`config.mk`:
```
export PLATFORM = sky130hd
export DESIGN_NAME = mips_prog_encoder
export DESIGN_NICKNAME = d
export VERILOG_FILES = /design/src/rtl/mips_prog_encoder.sv
export SDC_FILE = /design/constraint.sdc
export NUM_CORES = 1
export LEC_CHECK = 0
export ABC_AREA = 1
export CAP_MARGIN = 30
export CORE_MARGIN = 10
export CORE_UTILIZATION = 45
export DETAILED_ROUTE_END_ITERATION = 12
export PLACE_DENSITY = 0.85
export SYNTH_ARGS = -nofsm -noshare
export SYNTH_HDL_FRONTEND = slang
export SYNTH_SLANG_ARGS = --single-unit
```
`constraint.sdc`:
```
create_clock -name clk -period 2.9 [get_ports clk]
set_input_delay 0.58 -clock clk [delete_from_list [all_inputs] [get_ports clk]]
set_output_delay 0.58 -clock clk [all_outputs]
set_load 0.03 [all_outputs]
```
`src/rtl/mips_prog_encoder.sv`:
```
// Sequential MIPS instruction encoder and program loader: accepts symbolic
// descriptors over valid/ready and writes encoded words into instruction memory.
//
// state | meaning
// ------+---------------------------------------------------------------
// IDLE  | waiting for start; base address latched on start
// RUN   | in_ready high; a descriptor is encoded and captured on handshake
// WR    | one-cycle im_we with the captured address/word
// DONE  | one-cycle done pulse, then back to IDLE
module mips_prog_encoder #(
  parameter int ADDR_W = 7
) (
  input  logic              clk,
  input  logic              rstn,
  input  logic              start,
  input  logic [ADDR_W-1:0] base_addr,
  input  logic              in_valid,
  output logic              in_ready,
  input  logic [4:0]        in_kind,
  input  logic [4:0]        in_rs,
  input  logic [4:0]        in_rt,
  input  logic [4:0]        in_rd,
  input  logic [4:0]        in_shamt,
  input  logic [15:0]       in_imm,
  input  logic [25:0]       in_target,
  input  logic              in_last,
  output logic              im_we,
  output logic [ADDR_W-1:0] im_addr,
  output logic [31:0]       im_wdata,
  output logic              done,
  output logic              err,
  output logic              ovf,
  output logic [ADDR_W:0]   word_cnt
);

  typedef enum logic [1:0] {
    ST_IDLE = 2'd0,
    ST_RUN  = 2'd1,
    ST_WR   = 2'd2,
    ST_DONE = 2'd3
  } state_t;

  localparam logic [4:0] K_SLL  = 5'd8;
  localparam logic [4:0] K_SRL  = 5'd10;
  localparam logic [4:0] K_JR   = 5'd13;
  localparam logic [4:0] K_JALR = 5'd14;
  localparam logic [4:0] K_LUI  = 5'd20;
  localparam logic [4:0] K_J    = 5'd24;

  localparam logic [ADDR_W-1:0] ADDR_ONE = {{(ADDR_W-1){1'b0}}, 1'b1};
  localparam logic [ADDR_W-1:0] ADDR_MAX = '1;
  localparam logic [ADDR_W:0]   CNT_ONE  = {{ADDR_W{1'b0}}, 1'b1};

  state_t state_q, state_d;

  logic [ADDR_W-1:0] addr_cnt_q;
  logic [ADDR_W-1:0] im_addr_q;
  logic [31:0]       im_wdata_q;
  logic              last_q;
  logic              err_q;
  logic              ovf_q;
  logic [ADDR_W:0]   word_cnt_q;

  // Encoder: kind decode and field forcing
  logic        is_rtype;
  logic        is_jtype;
  logic        kind_legal;
  logic [5:0]  funct;
  logic [5:0]  opcode;
  logic [4:0]  rs_f;
  logic [4:0]  rt_f;
  logic [4:0]  rd_f;
  logic [4:0]  sh_f;
  logic [31:0] enc_word;

  always_comb begin
    is_rtype   = 1'b0;
    is_jtype   = 1'b0;
    kind_legal = 1'b1;
    funct      = 6'h00;
    opcode     = 6'h00;
    case (in_kind)
      5'd0:  begin is_rtype = 1'b1; funct = 6'h20; end
      5'd1:  begin is_rtype = 1'b1; funct = 6'h22; end
      5'd2:  begin is_rtype = 1'b1; funct = 6'h24; end
      5'd3:  begin is_rtype = 1'b1; funct = 6'h25; end
      5'd4:  begin is_rtype = 1'b1; funct = 6'h2A; end
      5'd5:  begin is_rtype = 1'b1; funct = 6'h2B; end
      5'd6:  begin is_rtype = 1'b1; funct = 6'h21; end
      5'd7:  begin is_rtype = 1'b1; funct = 6'h23; end
      5'd8:  begin is_rtype = 1'b1; funct = 6'h00; end
      5'd9:  begin is_rtype = 1'b1; funct = 6'h27; end
      5'd10: begin is_rtype = 1'b1; funct = 6'h02; end
      5'd11: begin is_rtype = 1'b1; funct = 6'h04; end
      5'd12: begin is_rtype = 1'b1; funct = 6'h06; end
      5'd13: begin is_rtype = 1'b1; funct = 6'h08; end
      5'd14: begin is_rtype = 1'b1; funct = 6'h09; end
      5'd15: opcode = 6'h08;
      5'd16: opcode = 6'h0D;
      5'd17: opcode = 6'h23;
      5'd18: opcode = 6'h2B;
      5'd19: opcode = 6'h04;
      5'd20: opcode = 6'h0F;
      5'd21: opcode = 6'h0A;
      5'd22: opcode = 6'h05;
      5'd23: opcode = 6'h0C;
      5'd24: begin is_jtype = 1'b1; opcode = 6'h02; end
      default: kind_legal = 1'b0;
    endcase
  end

  always_comb begin
    rs_f = in_rs;
    rt_f = in_rt;
    rd_f = in_rd;
    sh_f = in_shamt;
    if (is_rtype && in_kind != K_SLL && in_kind != K_SRL) sh_f = 5'd0;
    if (in_kind == K_SLL || in_kind == K_SRL || in_kind == K_LUI) rs_f = 5'd0;
    if (in_kind == K_JR) begin
      rt_f = 5'd0;
      rd_f = 5'd0;
    end
    if (in_kind == K_JALR) rt_f = 5'd0;
  end

  always_comb begin
    if (is_jtype)
      enc_word = {opcode, in_target};
    else if (is_rtype)
      enc_word = {6'b000000, rs_f, rt_f, rd_f, sh_f, funct};
    else
      enc_word = {opcode, rs_f, rt_f, in_imm};
  end

  wire accept   = (state_q == ST_RUN) && in_valid;
  wire wr_ovf   = (im_addr_q == ADDR_MAX);
  wire unused_k = (in_kind == K_J);

  always_comb begin
    state_d = state_q;
    case (state_q)
      ST_IDLE: if (start) state_d = ST_RUN;
      ST_RUN: begin
        if (accept) begin
          if (kind_legal)   state_d = ST_WR;
          else if (in_last) state_d = ST_DONE;
        end
      end
      ST_WR: begin
        if (last_q || wr_ovf) state_d = ST_DONE;
        else                  state_d = ST_RUN;
      end
      ST_DONE: state_d = ST_IDLE;
      default: state_d = ST_IDLE;
    endcase
  end

  always_ff @(posedge clk or negedge rstn) begin
    if (!rstn) state_q <= ST_IDLE;
    else       state_q <= state_d;
  end

  always_ff @(posedge clk or negedge rstn) begin
    if (!rstn) begin
      addr_cnt_q <= '0;
      im_addr_q  <= '0;
      im_wdata_q <= '0;
      last_q     <= 1'b0;
      err_q      <= 1'b0;
      ovf_q      <= 1'b0;
      word_cnt_q <= '0;
    end else begin
      case (state_q)
        ST_IDLE: begin
          if (start) begin
            addr_cnt_q <= base_addr;
            err_q      <= 1'b0;
            ovf_q      <= 1'b0;
            word_cnt_q <= '0;
          end
        end
        ST_RUN: begin
          if (accept) begin
            if (kind_legal) begin
              im_addr_q  <= addr_cnt_q;
              im_wdata_q <= enc_word;
              last_q     <= in_last;
            end else begin
              err_q <= 1'b1;
            end
          end
        end
        ST_WR: begin
          addr_cnt_q <= addr_cnt_q + ADDR_ONE;
          word_cnt_q <= word_cnt_q + CNT_ONE;
          // overflow only counts when the session still wanted more words
          if (!last_q && wr_ovf) ovf_q <= 1'b1;
        end
        default: ;
      endcase
    end
  end

  assign in_ready = (state_q == ST_RUN);
  assign im_we    = (state_q == ST_WR);
  assign done     = (state_q == ST_DONE);
  assign im_addr  = im_addr_q;
  assign im_wdata = im_wdata_q;
  assign err      = err_q;
  assign ovf      = ovf_q;
  assign word_cnt = word_cnt_q;

endmodule
```
* Word level (Yosys, flattened, before mapping) *
Cells that the tools add are included.

word-level totals
  flip-flop bits (word level) = 59
  bits in latches = 0
  bits in writable memories = 0
  ROM bits = 0
  input port bits = 79
  output and inout bits = 52
  logic and storage cells = 92
  memories = 0

cells by class
  add/subtract/negate cells = 2
  multiply operators = 0
  div/mod/pow operators = 0
  $lt $le $gt $ge = 0
  equality and inequality tests = 35
  shift-type cells = 0
  multiplexer cells = 28
  bitwise logic cells = 0
  reductions and logical operators = 19

operator list
  cell                                                  count
  case mux 6 bit (14 select lines)                      1
  2-to-1 mux 32 bit                                     2
  case mux 6 bit (10 select lines)                      1
  equality test 5 bit (second input constant)           9
  equality test 5 x 4 -> 1 bit (second input constant)  8
  2-to-1 mux 5 bit                                      5
  OR reduction 25 bit                                   1
  equality test 5 x 3 -> 1 bit (second input constant)  4
  case mux 8 bit (2 select lines)                       1
  OR reduction 15 bit                                   1
  case mux 7 bit (2 select lines)                       1
  equality test 5 x 2 -> 1 bit (second input constant)  2
  2-to-1 mux 2 bit                                      5
  != test 5 x 4 -> 1 bit (second input constant)        2
  AND reduction 3 bit                                   3
  adder 8 x 1 -> 8 bit (second input constant)          1
  2-to-1 mux 8 bit                                      1
  case mux 2 bit (4 select lines)                       1
  adder 7 x 1 -> 7 bit (second input constant)          1
  equality test 7 bit (second input constant)           1
  2-to-1 mux 1 bit                                      7
  2-to-1 mux 7 bit                                      1
  equality test 5 x 1 -> 1 bit (second input constant)  1
  logical NOT 5 bit                                     1
  other kinds (13)                                      23

* Depth between registers and ports, before layout *
  word-level depth = 8
  gate-level depth with buffers = 13
  depth with buffers taken out = 10

* Worst setup path before layout *
No wires, ideal clock.

  kind = register to register
  start point = reg state_q[0]
  end point = reg im_wdata_q[10], in the netlist im_wdata[10]
  setup time = 0.065 ns
  data arrival time = 1.771 ns
  data required time = 2.835 ns
  path slack = 1.064 ns
  stages on the path, launching flop included = 8
  buffers on the path = 1
  period minus slack after synthesis = 1.836 ns
  path through = dfrtp_1 -> inv_1 -> nor2_1 -> nand2_1 -> nor2_1 -> clkbuf_1 -> nand3_1 -> nand2_1

on the way
  word-level cells in the longest chain between the ends = 3

RTL lines
  element                                   RTL line  text
  start, declared                           54        state_t state_q, state_d;
  start signal, assigned                    160       else state_q <= state_d;
  equality test 2 x 1 -> 1 bit (*)          --
  named net in_ready                        18        output logic in_ready,
  logical AND 1 bit                         135       wire accept = (state_q == ST_RUN) && in_valid;
  AND reduction 3 bit (no source line) (*)  --
  end signal, assigned                      186       im_wdata_q <= enc_word;
  end, declared                             58        logic [31:0] im_wdata_q;

The timed path passes the listed nets; every way through them passes the cells marked *.
A chain may end at the register's enable or synchronous reset.

* Final worst setup path *
  start point = reg state_q[0]
  end point = out in_ready

on the way
  word-level cells in the longest chain between the ends = 1

RTL lines
  element                       RTL line  text
  equality test 2 x 1 -> 1 bit  204       assign in_ready = (state_q == ST_RUN);
  end, declared                 18

Every way passes these cells.

==> results.cfg <==
[sta]
slew_at_the_pin_closest_to_its_max_slew_limit_ps = 517
setup_viol_count_final = 0
report.final.hold_viol_count = 0
setup_total_negative_slack_ps = 0
skew_ps = 6.81
period_share = 0.857
timing.max_slew.rel_slack = 0.654
unrepaired_setup_endpoints_after_global_routing = no
layout_min_cycle_time_ps = 2480
clock.fmax_ghz = 0.402
final-max-slew-violation-count = 0

[power]
cellPowerDensity_nw_per_um2 = 870
power.share.clock = 0.179
power_report.internal_total_uw = 2470
power.leakage_uw = 0.00239
combinationalPowerShare = 0.497
p_sw_frac = 0.425
power.switching_uw = 1820
seq_power_share = 0.324
max-vdd-ir-drop_mv = 0.497

[place]
placement.io_buffers = 129
place.detailed.hpwl_um = 8390
post-place-cells = 682
gpl.final_weighted_congestion = 0.923

[routing]
num_vias = 3616
number_of_iterations_in_the_first_detailed_routing_pass = 5
drt-initial-drc-count = 189
post_drt_via_cell_ratio = 5.19
totalWireLength_um = 10600
post-route-drc-count = 0
wl_per_cell_um = 15.2
antenna_left = 0

[worst_setup_path]
cp_data_required_time_ps = 2320
slowest_delay_ps = 770
r2r_start = state_q[0]$_DFFE_PN0P_
setup.worst_path.class = flip-flop to primary output
rrSetupSlack_ps = 1180
critical_path.endpoint = in_ready
rr_worst_depth = 6
cp-end-kind = primary output
timing.critical_path.from = state_q[0]$_DFFE_PN0P_
worst-path-max-fanout = 6
worst-path-buf-inv = 2
critPathTopFamily = buffers and inverters
critical-path-slowest-cell = clkdlybuf4s50_1
cp_cell_sequence = inv_1 > nor2_1 > clkdlybuf4s50_1
cp-start-kind = flip-flop
regToRegEndpoint = addr_cnt_q[4]$_DFFE_PN0P_
path_depth = 3
critical_path_arrival_ps = 1900

[global_route]
largest_net_degree_at_the_start_of_global_routing = 40
grt.total_usage = 0.192
grt.overflow.total = 0
grt_pass1_vias = 3750
wire_length_of_the_first_global_routing_pass_um = 17800
grt_antenna_before_repair = 0

[clock_network]
cts_htree_levels = 3
clk_pin_slew_ps = 70
ctsRootBufferMaster = clkbuf_8
postCtsResizedCells = 0
cts_made_buffers = 9
clk_latency_ps = 340
post-cts-setup-buffer-count = 0
clk_path_buf_depth = 2
cts_hold_buffers = 0
clock_tree_from_tritoncts = yes
cts.sinks = 58

[run]
maxCapViolCount = 0

[cells_and_area]
area_growth_pct = 47.2
mostFrequentLayoutCell = nand2_1
finalNetCount = 675
layout.cells.most_common_list = nand2_1 (168), clkdlybuf4s50_1 (128), dfrtp_1 (58), nand3_1 (43), inv_1 (36)
fin_cells = 697
ratio_of_cells_with_drive_above_1_in_the_final_layout = 0.0870
layout.filler_cells = 639
diodes = 0

[yosys]
synth.ff_latch_count = 58
syn-num-nets = 542
synth_seq_area_share = 0.433
synthesis.instances = 461
syn_avg_cell_area_um2 = 7.28
yosysWarningCount = 0
synthDistinctLibCells = 40
syn_area_um2 = 3360

[floorplan]
die_height_um = 106
dieArea_um2 = 11300
core_area_um2 = 7250
ios = 131
start_util = 0.463
floorplan.rows = 31
dieWidth_um = 106

[min_path]
min_path_type = primary input to asynchronous set/reset pin

[status]
run_status = complete, no violations
==> cells in the mapped netlist <==
cell type	n	share of area
buf_4	3	0.0067
clkbuf_1	6	0.0067
a311oi_1	1	0.0026
nor3_1	1	0.0015
conb_1	1	0.0011
nand3_2	1	0.0030
a21boi_0	5	0.011
xor2_1	1	0.0026
o31ai_1	2	0.0045
inv_2	6	0.0067
a22oi_1	1	0.0022
nand3b_1	1	0.0022
nand3_1	43	0.064
inv_1	36	0.040
o221ai_1	1	0.0026
nor4_2	1	0.0037
or2_2	8	0.015
a41o_1	1	0.0030
o41ai_1	1	0.0026
nand2_4	1	0.0034
nor2_1	31	0.035
a32o_1	1	0.0030
nand2_1	169	0.19
o21ai_0	24	0.036
nand4_1	5	0.0093
o22ai_1	4	0.0075
o21bai_1	1	0.0022
o21ai_2	1	0.0026
buf_6	6	0.020
nor2_8	1	0.0060
nor2_4	1	0.0034
a22o_1	1	0.0026
a41oi_1	1	0.0026
a21oi_1	11	0.016
ha_1	2	0.0075
buf_2	3	0.0045
o21ai_1	11	0.016
o211ai_1	4	0.0089
dfrtp_1	58	0.43
nor2_2	5	0.0093
==> layout make-up <==
cell class	count	area (µm²)	area share
clock inverter	2	35.0	0.00709
multi-input combinational	343	1620	0.328
clock buffer	13	169	0.0342
timing repair buffer	140	1380	0.280
tap	99	124	0.0251
sequential	58	1450	0.294
inverter	42	158	0.0319
==> sequential cells by signal (all words and copies together) (netlist names) <==
signal      flops
im_addr         7
word_cnt        8
addr_cnt_q      7
state_q         2
im_wdata       31
err             1
last_q          1
ovf             1
==> worst min path at each step <==
stage                        startpoint                   endpoint  slack, ps  depth (start not counted)
2_1_floorplan                      rstn  addr_cnt_q[0]$_DFFE_PN0P_        280                          0
3_3_place_gp    im_wdata[3]$_DFFE_PN0P_    im_wdata[3]$_DFFE_PN0P_        460                          2
3_5_place_dp   im_wdata[10]$_DFFE_PN0P_   im_wdata[10]$_DFFE_PN0P_        470                          2
4_1_cts                            rstn   im_wdata[19]$_DFFE_PN0P_        230                          2
5_1_grt                            rstn   im_wdata[19]$_DFFE_PN0P_        230                          2
6_report                           rstn   im_wdata[31]$_DFFE_PN0P_        220                          2
==> power groups by stage <==
stage	logic, µW	clock network [µW]	registers [µW]
2_1_floorplan	718	0	1880
3_3_place_gp	2100	0	1380
3_5_place_dp	2150	0	1390
4_1_cts	2150	783	1390
5_1_grt	2340	826	1440
6_report	2130	771	1390
==> cells by family (layout without fill, tap and decap cells) <==
kind of cell    after synthesis  in the layout  synth area share
xor+xnor                      1              1           0.00261
flops                        58             58             0.433
other cells                   1              1           0.00112
buf+inv                      60            197            0.0850
compound gates               71             71             0.127
simple gates                268            268             0.345
fa+ha+maj                     2              2           0.00746
==> stage by stage <==
step                hold WS (ps)   util  total power [µW]  setup WS [ps]  area, µm²
floorplan                    284      -              2600           1060       3360
finish                       223  0.681              4300            415       4940
global route                 232  0.681              4600            281       4940
detailed placement           467  0.653              3540            329       4740
CTS                          226  0.681              4330            410       4940
global placement             463  0.653              3480            387       4740
==> metal layers <==
| metal | global-route usage | vias up | part of all wire |
|---|---|---|---|
| met4 | 0.0561 | 0 | 0.013 |
| met1 | 0.203 | 1667 | 0.39 |
| met5 | 0 | - | 0 |
| met2 | 0.327 | 177 | 0.48 |
| met3 | 0.0996 | 15 | 0.11 |
| li1 | - | 1757 | - |
Power figures use the tool's default switching activity.
